File: src/rtl/fir_accum_round.sv
// Accumulates signed 48-bit partials into per-sample 52-bit sums, then rounds, scales, saturates and holds each result for a ready/valid consumer.
// Define FIR_ACC_CONVERGENT_EN to round exact ties to the even quotient instead of rounding half up.
module fir_accum_round #(
  parameter int OW    = 24,
  parameter int SHIFT = 17
) (
  input  logic          CLK,
  input  logic          RSTN,
  input  logic          CE,
  input  logic [47:0]   P,
  input  logic          PV,
  input  logic          PLAST,
  output logic [OW-1:0] Y,
  output logic          YV,
  input  logic          YRDY,
  output logic          OVF,
  output logic          LOST,
  output logic          ERR,
  input  logic          CLRF
);

  localparam logic [52:0]        HALF  = 53'd1 << (SHIFT - 1);
  localparam logic signed [52:0] Y_MAX = (53'sd1 <<< (OW - 1)) - 53'sd1;
  localparam logic signed [52:0] Y_MIN = -(53'sd1 <<< (OW - 1));

  logic signed [51:0] acc_q, acc_d;
  logic        [3:0]  cnt_q, cnt_d;
  logic               done_q, done_d;
  logic signed [52:0] s2_q, s2_d;
  logic               s2v_q, s2v_d;
  logic      [OW-1:0] s3_q, s3_d;
  logic               s3v_q, s3v_d;
  logic      [OW-1:0] y_q, y_d;
  logic               yv_q, yv_d;
  logic               ovf_q, ovf_d, lost_q, lost_d, err_q, err_d;
  logic               ovf_set, lost_set, err_set, last;
  logic signed [51:0] p_ext;
  logic signed [52:0] rnd;
`ifdef FIR_ACC_CONVERGENT_EN
  localparam logic [52:0] FRAC_MASK = (53'd1 << SHIFT) - 53'd1;
  logic tie;
`endif

  always_comb begin
    // NOTE: every signal written here gets a default first, so no path can leave one unassigned and infer a latch.
    acc_d   = acc_q;
    cnt_d   = cnt_q;
    done_d  = 1'b0;
    err_set = 1'b0;
    last    = 1'b0;
    p_ext   = {{4{P[47]}}, P};
    if (PV) begin
      last    = PLAST || (cnt_q == 4'hF);
      acc_d   = (cnt_q == 4'd0) ? p_ext : acc_q + p_ext;
      cnt_d   = last ? 4'd0 : cnt_q + 4'd1;
      done_d  = last;
      err_set = !PLAST && (cnt_q == 4'hF);
    end

    // Stage 2: add half an LSB of the scaled result, then floor-shift.
    rnd   = {acc_q[51], acc_q} + HALF;
    s2_d  = s2_q;
    s2v_d = done_q;
`ifdef FIR_ACC_CONVERGENT_EN
    tie = ({acc_q[51], acc_q} & FRAC_MASK) == HALF;
`endif
    if (done_q) begin
      s2_d = rnd >>> SHIFT;
`ifdef FIR_ACC_CONVERGENT_EN
      if (tie) s2_d[0] = 1'b0;
`endif
    end

    // Stage 3: clamp into the signed OW-bit output range.
    s3_d    = s3_q;
    s3v_d   = s2v_q;
    ovf_set = 1'b0;
    if (s2v_q) begin
      if (s2_q > Y_MAX) begin
        s3_d    = {1'b0, {(OW-1){1'b1}}};
        ovf_set = 1'b1;
      end else if (s2_q < Y_MIN) begin
        s3_d    = {1'b1, {(OW-1){1'b0}}};
        ovf_set = 1'b1;
      end else begin
        s3_d = s2_q[OW-1:0];
      end
    end

    // A held result is never overwritten; a result arriving behind it is dropped.
    y_d      = y_q;
    yv_d     = yv_q;
    lost_set = 1'b0;
    if (yv_q && YRDY) yv_d = 1'b0;
    if (s3v_q) begin
      if (!yv_q || YRDY) begin
        y_d  = s3_q;
        yv_d = 1'b1;
      end else begin
        lost_set = 1'b1;
      end
    end

    ovf_d  = !CLRF && (ovf_q  || ovf_set);
    lost_d = !CLRF && (lost_q || lost_set);
    err_d  = !CLRF && (err_q  || err_set);
  end

  // NOTE: state registers use non-blocking assignments so every flop samples pre-edge values.
  always_ff @(posedge CLK) begin
    if (!RSTN) begin
      acc_q  <= '0;
      cnt_q  <= '0;
      done_q <= 1'b0;
      s2_q   <= '0;
      s2v_q  <= 1'b0;
      s3_q   <= '0;
      s3v_q  <= 1'b0;
      y_q    <= '0;
      yv_q   <= 1'b0;
      ovf_q  <= 1'b0;
      lost_q <= 1'b0;
      err_q  <= 1'b0;
    end else if (CE) begin
      acc_q  <= acc_d;
      cnt_q  <= cnt_d;
      done_q <= done_d;
      s2_q   <= s2_d;
      s2v_q  <= s2v_d;
      s3_q   <= s3_d;
      s3v_q  <= s3v_d;
      y_q    <= y_d;
      yv_q   <= yv_d;
      ovf_q  <= ovf_d;
      lost_q <= lost_d;
      err_q  <= err_d;
    end
  end

  assign Y    = y_q;
  assign YV   = yv_q;
  assign OVF  = ovf_q;
  assign LOST = lost_q;
  assign ERR  = err_q;

endmodule

File: config.mk
export PLATFORM = sky130hd
export DESIGN_NAME = fir_accum_round
export DESIGN_NICKNAME = d
export VERILOG_FILES = /design/src/rtl/fir_accum_round.sv
export SDC_FILE = /design/constraint.sdc
export NUM_CORES = 1
export LEC_CHECK = 0
export ABC_AREA = 1
export CORE_UTILIZATION = 26
export DETAILED_ROUTE_END_ITERATION = 8
export GPL_TIMING_DRIVEN = 0
export PLACE_DENSITY = 0.44
export SKIP_CTS_REPAIR_TIMING = 1
export SLEW_MARGIN = 20
export SYNTH_ARGS = -nofsm -noshare
export SYNTH_HDL_FRONTEND = slang
export SYNTH_SLANG_ARGS = --single-unit
File: constraint.sdc
create_clock -name CLK -period 2.5 [get_ports CLK]
set_clock_uncertainty 0.2 [all_clocks]
set_input_delay 0.75 -clock CLK [delete_from_list [all_inputs] [get_ports CLK]]
set_output_delay 0.75 -clock CLK [all_outputs]
set_load 0.03 [all_outputs]
# After elaboration in Yosys (flattened, before gate mapping)
# Index checks and enable logic that the tools add are counted.
# word_totals
romBits	0
latchBits	0
mem_bits_rw	0
ff_bits	147
n_memories	0
output_inout_bits	28
# classes
magnitude_cmp	2
n_mux	14
n_mul	0
n_reduce_logical	18
n_bitwise	0
eq_ne	1
div_mod_pow	0
n_addsub	3
shift	0
# ops
op	count
52-bit by 18-bit adder with 53-bit output (second input constant)	1
52-bit by 48-bit adder with 52-bit output	1
52-bit two-way mux	1
24-bit two-way mux	2
36-bit by 24-bit greater-than comparator with 1-bit output (second input constant)	1
36-bit by 24-bit less-than comparator with 1-bit output (second input constant)	1
1-bit two-way mux	10
2-bit AND reduction	3
1-bit logical AND	5
1-bit logical OR	5
4-bit by 1-bit adder with 4-bit output (second input constant)	1
4-bit equality test (second input constant)	1
4-bit logical NOT	1
4-bit two-way mux	1
1-bit logical NOT	3
3-bit AND reduction	1

# Depth between registers and ports, before layout
# logic_depth
word_depth	6
ltp_mapped	15

# Least setup slack after synthesis
# Ideal clock, no wire load.
# synth_path
path_type	in2reg
startpoint	input port P[0]
endpoint	register acc_q[28]
path_stages	13
path_buffers	0
slack_ns	-0.068
arrival_ns	2.236
setup_time_ns	0.132
path_cell_list	ha_1 > inv_1 > fa_1 > inv_1 > nand3_1 > nand3_1 > nand3_1 > nand3_1 > nand3_1 > nand3_1 > nand2_1 > o21bai_1 > a21oi_1
# synth_via
elab_chain_len	2
# synth_rtl
item	line_no	rtl
from (decl)	10	input logic [47:0] P,
52-bit by 48-bit adder with 52-bit output	54	acc_d = (cnt_q == 4'd0) ? p_ext : acc_q + p_ext;
52-bit two-way mux	54	
to (signal assigned)	112	acc_q <= '0;
to (signal assigned)	125	acc_q <= acc_d;
to (decl)	26	logic signed [51:0] acc_q, acc_d;
# No other way between the ends.
# A chain may end at the register's enable or synchronous reset.

# Worst setup path after layout
# layout_path
startpoint	register ovf_q, in the netlist OVF
endpoint	output port OVF
# layout_lines
item	line_no	rtl
from (decl)	35	logic ovf_q, ovf_d, lost_q, lost_d, err_q, err_d;
from (signal assigned)	134	ovf_q <= ovf_d;
to (decl)	16	output logic OVF,
# No word-level cell between the ends.

==> impl_metrics.py <==
metrics = {
    "timing": {
        "fin_crit_ns": 2.44,
        "hold_violations": 0,
        "worstMarginPinSlew_ns": 0.828,
        "report.final.slew_viol_count": 0,
        "max_freq_mhz": 409,
        "timing.slew.headroom_pct": 44.8,
        "hold_slack_ns": 0.265,
        "setup_viol": 0,
        "rsz0062_at_grt": "yes",
        "finalCritPeriodShare_pct": 97.7,
    },
    "setup_path": {
        "r2r-start": "acc_q[34]",
        "timing.rr.end": "acc_q[41]",
        "setup.worst_path.start": "OVF",
        "cp_num_cells": 1,
        "worst-path-max-fanout": 2,
        "crit_slowest_cell": "clkdlybuf4s50_1",
        "crit_end": "OVF",
        "reg2regPathDepth": 10,
        "critPathRequiredTime_ns": 1.55,
        "endpoint_kind": "output port",
        "worstPathCellList": "clkdlybuf4s50_1",
        "r2r_setup_slack_ns": 0.12,
        "slowest_delay_ns": 0.68,
        "crit_buf_inv": 1,
        "path_class": "reg -> out",
        "startpoint_type": "flip-flop",
        "crit_family": "buffers and inverters",
        "arrival_ns": 1.49,
    },
    "detailed_routing": {
        "wirelength_um": 45500,
        "drt_iter0_markers": 685,
        "vias_per_cell": 4.58,
        "detail-route-antenna-nets": 0,
        "wl_per_cell_um": 16.8,
        "dr.pass1.iters": 5,
        "drc": 0,
        "vias": 12400,
    },
    "flow_run": {
        "cap_violations": 0,
    },
    "synth": {
        "yosys-top-cells-area": "dfxtp_1 (26%), nand2_1 (21%), inv_1 (12%)",
        "synth_fp_nets": 2088,
        "synth.avg_cell_area_um2": 5.78,
        "synth_edf_count": 0,
        "synthArstFlopShare_pct": 0,
        "yosysSeqAreaShare_pct": 25.7,
        "yosysWarnings": 0,
        "synth_ff_type": "dfxtp_1",
        "synth_area_mm2": 0.0114,
        "synth-seq-cells": 147,
        "yosysTopAreaCell": "dfxtp_1",
        "synth.distinct_cells": 45,
        "syn_inst": 1978,
        "yosysTopAreaCellShare_pct": 25.7,
    },
    "floorplan": {
        "core_region_area_mm2": 0.0433,
        "dieArea_mm2": 0.0449,
        "fp.dieW_um": 212,
        "initial_core_util_pct": 26.4,
        "core.rowCount": 76,
        "die_h_um": 212,
        "ioPinCount": 83,
    },
    "cts": {
        "cts_tree": "done",
        "clk_pin_slew_ns": 0.07,
        "root_buffer": "clkbuf_16",
        "clock_latency_ns": 0.45,
        "cts_num_sinks": 147,
        "cts_made_buffers": 17,
        "htree_num_levels": 4,
        "clk_path_buf_depth": 2,
    },
    "finish": {
        "drive_gt1_share_pct": 16.0,
        "areaGrowthSynthToFinish_pct": 32.9,
        "n_antenna_cell": 0,
        "design_area_mm2": 0.0152,
        "final_common_cell": "nand2_1",
        "final_nets": 2211,
        "layout_common_cells": "nand2_1 (577), inv_1 (361), dfxtp_1 (139), a21oi_1 (127), nor2_1 (117)",
    },
    "placement": {
        "place_hpwl_um": 37200,
        "place_congestion": 0.902,
        "placed_area_mm2": 0.0130,
        "io_buffers": 81,
    },
    "grt": {
        "grt_pass1_vias": 11600,
        "grt_max_degree": 17,
        "antenna_found_initial": 1,
        "overflow": 0,
        "grt_use_total_pct": 20.4,
        "grt_pass1_wl_um": 67800,
    },
    "power_and_ir_drop": {
        "total_power_mw": 7.02,
        "p_leak_nw": 7.44,
        "pwr_density_cell_mw_per_mm2": 462,
        "ir_drop_mv": 0.369,
    },
    "run_status": {
        "status": "finished clean",
    },
    "min_path": {
        "hp-class": "reg -> reg",
    },
}
-- metrics by stage --
stage	utilization (%)	setup WS (ns)	cells	TNS (ns)
2_1_floorplan	-	0.00751	1978	0
3_3_place_gp	30.0	-1.16	2644	-69.77
3_5_place_dp	30.0	-1.16	2644	-69.52
4_1_cts	31.4	-0.666	2676	-21.03
5_1_grt	35.1	-0.0299	2699	-0.0613
6_report	35.1	0.0568	2699	0
-- metal layers --
layer  track usage [%]  wire length (um)
met1              26.6             21200
met2              34.2             21300
met3              3.40              1970
met4              6.37               972
met5                 0                 0
-- cells in the mapped netlist (4+ instances only) --
library cell	number
nand3_1	115
inv_1	366
clkbuf_1	39
nor2_1	166
ha_1	54
o21bai_1	10
clkinv_1	4
nor2_2	11
o21ai_0	93
o21ai_1	14
nand2_1	625
nor3_2	5
a21oi_1	139
xor2_1	21
or2_0	4
buf_1	8
nand4_1	29
inv_2	15
dfxtp_1	147
xnor2_1	20
nor3_1	16
o211ai_1	17
a31oi_1	9
or2_2	9
nor4_1	8
buf_2	7
-- sequential cells by signal, summed over array words and instances (netlist names) --
| register | count |
|---|---|
| acc_q | 52 |
| s2_q | 36 |
| Y | 24 |
| s3_q | 24 |
| cnt_q | 4 |
| ERR | 1 |
| LOST | 1 |
| OVF | 1 |
| YV | 1 |
| done_q | 1 |
| s2v_q | 1 |
| s3v_q | 1 |
-- power by group --
| part | total, mW | internal, mW | switching (mW) | leakage [nW] |
|---|---|---|---|---|
| registers | 2.53 | 2.42 | 0.117 | 1.20 |
| logic | 1.78 | 0.669 | 1.11 | 5.96 |
| clock network | 2.71 | 1.43 | 1.29 | 0.284 |
| total | 7.02 | 4.51 | 2.51 | 7.44 |
-- how the worst min path moves through the flow --
stage,startpoint,cells past startpoint,to,slack [ns]
2_1_floorplan,s2_q[0],2,s2_q[0],0.23
3_3_place_gp,s2v_q,2,s2v_q,0.25
3_5_place_dp,s2v_q,2,s2v_q,0.25
4_1_cts,s2v_q,2,s2v_q,0.26
5_1_grt,s3_q[12],2,s3_q[12],0.28
6_report,s3_q[10],2,s3_q[10],0.26
-- logic make-up (layout without fill, tap and decap cells) --
group	after synthesis	after routing	share of synthesized area, %
AND/OR/NAND/NOR	1005	1005	36.9
buffers and inverters	439	575	14.5
flip-flops	147	147	25.7
XOR/XNOR	41	41	3.14
adder cells (fa/ha/maj)	55	55	6.08
AO/OA/AOI/OAI	291	291	13.7
-- area by class of cell --
| class | instances | area, um^2 |
|---|---|---|
| Inverter | 385 | 1450 |
| Timing Repair Buffer | 104 | 1100 |
| Fill cell | 4834 | 28100 |
| Sequential cell | 147 | 2960 |
| Tap cell | 585 | 732 |
| Clock inverter | 14 | 161 |
| Buffer | 54 | 231 |
| Clock buffer | 18 | 429 |
| Multi-Input combinational cell | 1392 | 8150 |
Note: power is estimated with default switching activity, not from simulation.
